<file path="src/rtl/mod_cu.sv">
// Control unit for the repeated-subtraction modulo datapath.
// It latches one operand pair, drives the datapath mux and temp write enable, then returns the remainder, quotient and error code.
module mod_cu #(
  parameter int QW         = 32,
  parameter int ITER_LIMIT = 0
) (
  input  logic          CLK,
  input  logic          RST,
  input  logic          in_valid,
  output logic          in_ready,
  input  logic [31:0]   a_in,
  input  logic [31:0]   b_in,
  output logic          out_valid,
  input  logic          out_ready,
  output logic [31:0]   rem_out,
  output logic [QW-1:0] quot_out,
  output logic [1:0]    err_out,
  output logic          busy,
  output logic [31:0]   dp_a,
  output logic [31:0]   dp_b,
  output logic          dp_s,
  output logic          dp_we,
  input  logic          dp_is_less,
  input  logic [31:0]   dp_result
);

  typedef enum logic [1:0] {IDLE, FIRST, ITER, DONE} state_t;

  localparam logic [1:0] ERR_OK    = 2'b00;
  localparam logic [1:0] ERR_DIV0  = 2'b01;
  localparam logic [1:0] ERR_NEG   = 2'b10;
  localparam logic [1:0] ERR_LIMIT = 2'b11;

  localparam bit          LIMIT_EN = (ITER_LIMIT != 0);
  localparam logic [QW-1:0] LIMIT  = QW'(ITER_LIMIT);

  state_t        state, state_nxt;
  logic [31:0]   a_reg, b_reg, a_nxt, b_nxt;
  logic [QW-1:0] cnt, cnt_nxt;
  logic [31:0]   rem_nxt;
  logic [QW-1:0] quot_nxt;
  logic [1:0]    err_nxt;
  logic          limit_hit;

  assign dp_a      = a_reg;
  assign dp_b      = b_reg;
  assign out_valid = (state == DONE);
  assign limit_hit = LIMIT_EN && (cnt == LIMIT);

  always_ff @(posedge CLK) begin
    if (RST) begin
      state    <= IDLE;
      a_reg    <= '0;
      b_reg    <= '0;
      cnt      <= '0;
      rem_out  <= '0;
      quot_out <= '0;
      err_out  <= ERR_OK;
    end else begin
      state    <= state_nxt;
      a_reg    <= a_nxt;
      b_reg    <= b_nxt;
      cnt      <= cnt_nxt;
      rem_out  <= rem_nxt;
      quot_out <= quot_nxt;
      err_out  <= err_nxt;
    end
  end

  always_comb begin
    state_nxt = state;
    a_nxt     = a_reg;
    b_nxt     = b_reg;
    cnt_nxt   = cnt;
    rem_nxt   = rem_out;
    quot_nxt  = quot_out;
    err_nxt   = err_out;
    in_ready  = 1'b0;
    busy      = 1'b0;
    dp_s      = 1'b0;
    dp_we     = 1'b0;

    case (state)
      IDLE: begin
        in_ready = 1'b1;
        if (in_valid) begin
          a_nxt    = a_in;
          b_nxt    = b_in;
          cnt_nxt  = '0;
          rem_nxt  = '0;
          quot_nxt = '0;
          if (b_in == 32'd0) begin
            err_nxt   = ERR_DIV0;
            state_nxt = DONE;
          end else if (a_in[31] || b_in[31]) begin
            err_nxt   = ERR_NEG;
            state_nxt = DONE;
          end else begin
            err_nxt   = ERR_OK;
            state_nxt = FIRST;
          end
        end
      end

      // The datapath temp register is not reset, so the first compare must use a.
      FIRST: begin
        busy = 1'b1;
        if (dp_is_less) begin
          rem_nxt   = a_reg;
          quot_nxt  = '0;
          err_nxt   = ERR_OK;
          state_nxt = DONE;
        end else begin
          dp_we     = 1'b1;
          cnt_nxt   = QW'(1);
          state_nxt = ITER;
        end
      end

      ITER: begin
        busy = 1'b1;
        dp_s = 1'b1;
        if (dp_is_less) begin
          rem_nxt   = dp_result;
          quot_nxt  = cnt;
          err_nxt   = ERR_OK;
          state_nxt = DONE;
        end else if (limit_hit) begin
          rem_nxt   = '0;
          quot_nxt  = cnt;
          err_nxt   = ERR_LIMIT;
          state_nxt = DONE;
        end else begin
          dp_we   = 1'b1;
          cnt_nxt = cnt + QW'(1);
        end
      end

      DONE: begin
        if (out_ready) state_nxt = IDLE;
      end

      default: state_nxt = IDLE;
    endcase
  end

endmodule

</file>
<file path="config.mk">
export PLATFORM = sky130hd
export DESIGN_NAME = mod_cu
export DESIGN_NICKNAME = d
export VERILOG_FILES = /design/src/rtl/mod_cu.sv
export SDC_FILE = /design/constraint.sdc
export NUM_CORES = 1
export LEC_CHECK = 0
export ABC_AREA = 1
export ABC_CLOCK_PERIOD_IN_PS = 2900
export CORE_MARGIN = 10
export CORE_UTILIZATION = 35
export DETAILED_ROUTE_END_ITERATION = 8
export GPL_TIMING_DRIVEN = 0
export PLACE_DENSITY_LB_ADDON = 0.1
export SYNTH_ARGS = -nofsm -noshare
export SYNTH_HDL_FRONTEND = slang
export SYNTH_SLANG_ARGS = --single-unit
</file>
<file path="constraint.sdc">
create_clock -name CLK -period 2.9 [get_ports CLK]
set_input_delay 0.435 -clock CLK [delete_from_list [all_inputs] [get_ports CLK]]
set_output_delay 0.435 -clock CLK [all_outputs]
set_load 0.01 [all_outputs]
</file>
### After elaboration in Yosys (flattened, before gate mapping)

Cells that the tools add are included.

| word-level totals | value |
|---|---|
| register bits after elaboration | 164 |
| word-level logic and storage cells | 56 |
| memories | 0 |
| input port bits | 101 |
| memory bits (read-only) | 0 |
| bits in writable memories | 0 |
| output and inout bits | 135 |
| bits in latches | 0 |

| cells by class | value |
|---|---|
| equal/unequal tests | 10 |
| divide/modulo/power cells | 0 |
| reductions and logical operators | 11 |
| bitwise operators | 0 |
| $mul | 0 |
| multiplexer cells | 27 |
| shifts and indexed selects | 0 |
| add/sub/neg operators | 1 |
| $lt $le $gt $ge | 0 |

Operator list:

| kind | count |
|---|---|
| one-hot mux 32 bit (3 select lines) | 3 |
| two-way mux 32 bit | 7 |
| adder 32 x 1 -> 32 bit (second input constant) | 1 |
| logical NOT 32 bit | 1 |
| two-way mux 2 bit | 9 |
| != test 2 bit (second input constant) | 5 |
| one-hot mux 2 bit (4 select lines) | 1 |
| AND reduction 4 bit | 2 |
| two-way mux 1 bit | 6 |
| AND reduction 3 bit | 2 |
| equality test 2 bit (second input constant) | 2 |
| != test 2 x 1 -> 1 bit (second input constant) | 2 |
| one-hot mux 2 bit (2 select lines) | 1 |
| nonzero test 3 bit | 1 |
| equality test 2 x 1 -> 1 bit (second input constant) | 1 |
| logical NOT 2 bit | 1 |
| AND reduction 2 bit | 1 |
| nonzero test 2 bit | 1 |
| OR reduction 2 bit | 1 |
| logical OR 1 bit | 1 |

### Depth between registers and ports, before layout

| depth | value |
|---|---|
| depth after elaboration | 5 |
| depth in mapped cells | 13 |
| depth with buffers taken out | 11 |

### Worst setup path before layout

OpenSTA, ideal clock, no wires.

| path | value |
|---|---|
| kind | flip-flop to flip-flop |
| start point | register state[0] |
| end point | register cnt[26] |
| data required time | 2,785 ps |
| stages on the path, launching flop included | 13 |
| library setup time | 115 ps |
| arrival | 1,666 ps |
| period minus slack after synthesis | 1,781 ps |
| path buffers | 2 |
| slack | 1,119 ps |
| cells stage by stage | dfxtp_1 inv_1 ha_1 buf_2 nand2_1 nand2_2 nor2_4 buf_6 nand3_4 nor2_4 nand3_1 nand2_1 nor2_1 |

| on the way | value |
|---|---|
| cells in the longest elaborated chain, start to end | 3 |
| elaborated cells between the ends (all ways) | 9 |
| those cells by class | 5 x eq/ne; 1 x mux; 3 x reduce/logical |

Ends and longest elaborated chain:

| item | RTL line | RTL |
|---|---|---|
| start: declaration | 37 | `state_t state, state_nxt;` |
| start signal: assignment | 60 | `state <= state_nxt;` |
| equality test 2 x 1 -> 1 bit (tied with other cells) | 83 | `case (state)` |
| != test 2 bit (no line) / nonzero test 3 bit (equally long branches) | -- |  |
| AND reduction 4 bit (no line) | -- |  |
| end signal: assignment | 63 | `cnt <= cnt_nxt;` |
| end: declaration | 39 | `logic [QW-1:0] cnt, cnt_nxt;` |

Several ways; a longest one is shown, not always the timed one.
A chain may end at the register's enable or synchronous reset.

### Final worst setup path

| path | value |
|---|---|
| start point | register state[0] |
| end point | output dp_we |

| on the way | value |
|---|---|
| cells in the longest elaborated chain, start to end | 3 |
| elaborated cells between the ends (all ways) | 4 |
| those cells by class | 2 x eq/ne; 1 x mux; 1 x reduce/logical |

Ends and longest elaborated chain:

| item | RTL line | RTL |
|---|---|---|
| equality test 2 bit / equality test 2 x 1 -> 1 bit (equally long branches) | 83 |  |
| OR reduction 2 bit (no line) (*) | -- |  |
| two-way mux 1 bit (*) | -- |  |
| end: declaration | 22 | `output logic dp_we,` |

Every way passes the cells marked *; elsewhere a longest branch is shown, timed or not.

==> results.md <==
* Setup CP Type: reg -> out
* Worst hold path type: reg -> reg
* Crit path required time at 2.47 ns
* Finished layout cell area at 10200 µm²
* Setup Fix Bufs, Post-CTS at 0
* Initial Util at 35.5%
* Area grow syn2layout at 47.4%
* CTS sink cnt at 164
* Nets@finish at 1319
* Final Hold Fails at 0
* Net Sw Frac at 36.9%
* Slew Viols, Final at 0
* Core ar. at 19500 µm²
* Post-DP HPWL at 18.9 mm
* Clock Latency Late Sink at 0.43 ns
* DRT Wirelength at 24.4 mm
* Crit-path max FO at 10
* DR pass1 iterations at 4
* Synth unique cells at 30
* Largest net degree at the start of global routing at 17
* Worst-path clk slew at 0.06 ns
* First-pass GRT wire length at 37.9 mm
* GRT Util Overall at 18.4%
* Util after Layout at 52.3%
* Die height at 161 µm
* Initial DRC Count at 378
* Clock power share at 25.5%
* Die area at 25800 µm²
* Vias per cell at 4.77
* Buffers on Ports at 235
* # fillers at 1967
* Arrival time worst endpoint at 2.32 ns
* Final setup vio count at 0
* H-tree depth at 4
* Power per cell area at 869 nW/µm²
* Worst slew pin tran at 0.604 ns
* Syn nets at 1065
* NetSw at 3.26 mW
* P_int at 5.59 mW
* Tmin final at 2.75 ns
* CP max stage delay at 0.59 ns
* P_leak at 3.60 nW
* Fin crit share at 94.9%
* Crit end category: primary output
* Row cnt at 51
* DP Area at 9590 µm²
* Clock Tree Buf Depth at 2
* Comb power frac at 40.1%
* WP buf/inv at 4
* Resize count post-CTS at 0
* Synth Register Bits at 164
* Sequential-to-total area share from yosys stat at 47.5%
* RSZ-0062 raised after global routing: false
* Layout Skew at 0.00786 ns
* Hold Buf Count CTS at 0
* Flop pwr share at 34.3%
* Post-Synthesis Cells at 958
* Wire length per cell at 16.4 µm
* Maximum vdd drop at 0.000562 V
* Ant. Diodes at 0
* Post-Syn Area at 6910 µm²
* TNS Setup at 0 ns
* Die W at 161 µm
* Vias at 7103
* Final GP Congestion at 0.853
* CP max stage cell: clkdlybuf4s50_1
* Critical Path Most Common Cell: inv_1
* Final antenna-violating net count at 0
* CP cell instances: inv_1 > ha_1 > buf_2 > inv_1 > nor2_1 > clkdlybuf4s50_1
* Worst setup SP type: flop
* Vias in the first global route at 6912
* Final non-filler cell total at 1490
* Outcome: completed
* Fmax at 0.364 GHz
* TritonCTS clock tree: done
* Root Driver: clkbuf_16
* Initial antenna violation count at 0
* Grt total ovfl at 0
* Post-Syn Area per Cell at 7.21 µm²
* Placed cell count at 1458
* Warnings, synthesis at 0
* Drt drc at 0
* Final Total Pwr at 8.85 mW
* Max-cap viol count at 0
* Slew headroom at 59.8%
* Share of cells above drive strength 1 at 6.61%
* Top Ports at 236
* Top Family by Delay on Critical Path: buffers and inverters
* Num CTS Buffers at 17
==> layout make-up <==
class	instances	area [µm²]	area share, %
plain buffers	56	253	2.48
clock buffers	23	498	4.89
clock inverters	9	93.8	0.921
inverters	61	229	2.25
multi-input cells	677	3140	30.9
flip-flops and latches	164	3280	32.2
well taps	265	332	3.26
repair buffers	235	2350	23.1
==> path summary, 6_finish.rpt <==
path / startpoint / endpoint / slack, ns / cells past startpoint
max: state[0] / dp_we / 0.15 / 6
min: quot_out[6] / quot_out[6] / 0.46 / 2
max reg2reg: state[0] / rem_out[26] / 0.67 / 9
min reg2reg: quot_out[6] / quot_out[6] / 0.46 / 2
==> through the flow <==
stage / setup WS [ns] / hold slack [ns]
2_1_floorplan: 1.12 / 0.466
5_1_grt: 0.0133 / 0.480
3_5_place_dp: 0.538 / 0.454
4_1_cts: 0.140 / 0.464
3_3_place_gp: 0.575 / 0.452
6_report: 0.149 / 0.461
==> worst min-delay path, delay by kind of cell (launching register included) <==
family             cells  cell delay (ns)
and+or+nand+nor        1             0.06
AOI/OAI and AO/OA      1             0.05
DFF                    1             0.31
==> power by group through the flow <==
stage          sequential (mW)  combinational (mW)  clock, mW
6_report                  3.04                3.55       2.26
5_1_grt                   3.10                3.92       2.40
4_1_cts                   3.04                3.61       2.31
3_5_place_dp              3.08                3.59          0
3_3_place_gp              3.06                3.61          0
2_1_floorplan             3.29                1.50          0
==> layout by cell type, fill, tap and decap left out, drive strengths merged, types with 2 or more instances in the layout <==
cell type / netlist / routed
a21oi: 104 / 104
clkdlybuf4s50: 0 / 235
nor3: 12 / 12
clkinvlp: 0 / 5
clkinv: 1 / 2
clkbuf: 32 / 55
nor2: 200 / 200
nand2: 141 / 141
a31oi: 18 / 18
dfxtp: 164 / 164
ha: 6 / 6
nand3: 73 / 73
buf: 24 / 24
nand4: 6 / 6
inv: 60 / 62
o21ai: 112 / 112
==> registers in the layout, indices dropped and copies added (netlist names) <==
name      cells
rem_out      32
dp_b         32
err_out       2
quot_out     32
dp_a         32
cnt          32
state         2
==> synthesized netlist by cell type, drive strengths merged <==
| library cell | number | area [µm²] |
|---|---|---|
| nand2 | 141 | 542 |
| a21oi | 104 | 521 |
| clkbuf | 32 | 120 |
| nand4 | 6 | 37.5 |
| a31oi | 18 | 113 |
| nor3 | 12 | 60.1 |
| buf | 24 | 133 |
| o21ai | 112 | 561 |
| o21bai | 1 | 7.51 |
| clkinv | 1 | 3.75 |
| or2 | 1 | 6.26 |
| nand3 | 73 | 383 |
| and3 | 1 | 6.26 |
| inv | 60 | 225 |
| a211oi | 1 | 7.51 |
| dfxtp | 164 | 3280 |
| nor2 | 200 | 820 |
| ha | 6 | 75.1 |
| o22ai | 1 | 6.26 |
==> cells by family (layout without fill, tap and decap cells) <==
logic type	after synthesis	in the layout	share of synthesized area, %
and+or+nand+nor	434	434	26.8
AOI/OAI and AO/OA	237	237	17.6
DFF	164	164	47.5
buffers and inverters	117	384	6.97
adders and majority gates	6	6	1.09
==> metal layers <==
metal | routed length, µm | vias to the layer above | GRT usage (%) | part of all wire (%)
met5 | 0 | - | 0 | 0
met4 | 276 | 0 | 4.22 | 1.1
met3 | 2220 | 19 | 8.33 | 9.1
met2 | 11800 | 165 | 31.0 | 48
met1 | 10100 | 3248 | 20.8 | 41
li1 | - | 3671 | - | -
No activity file was read; power rests on OpenSTA's default activity.
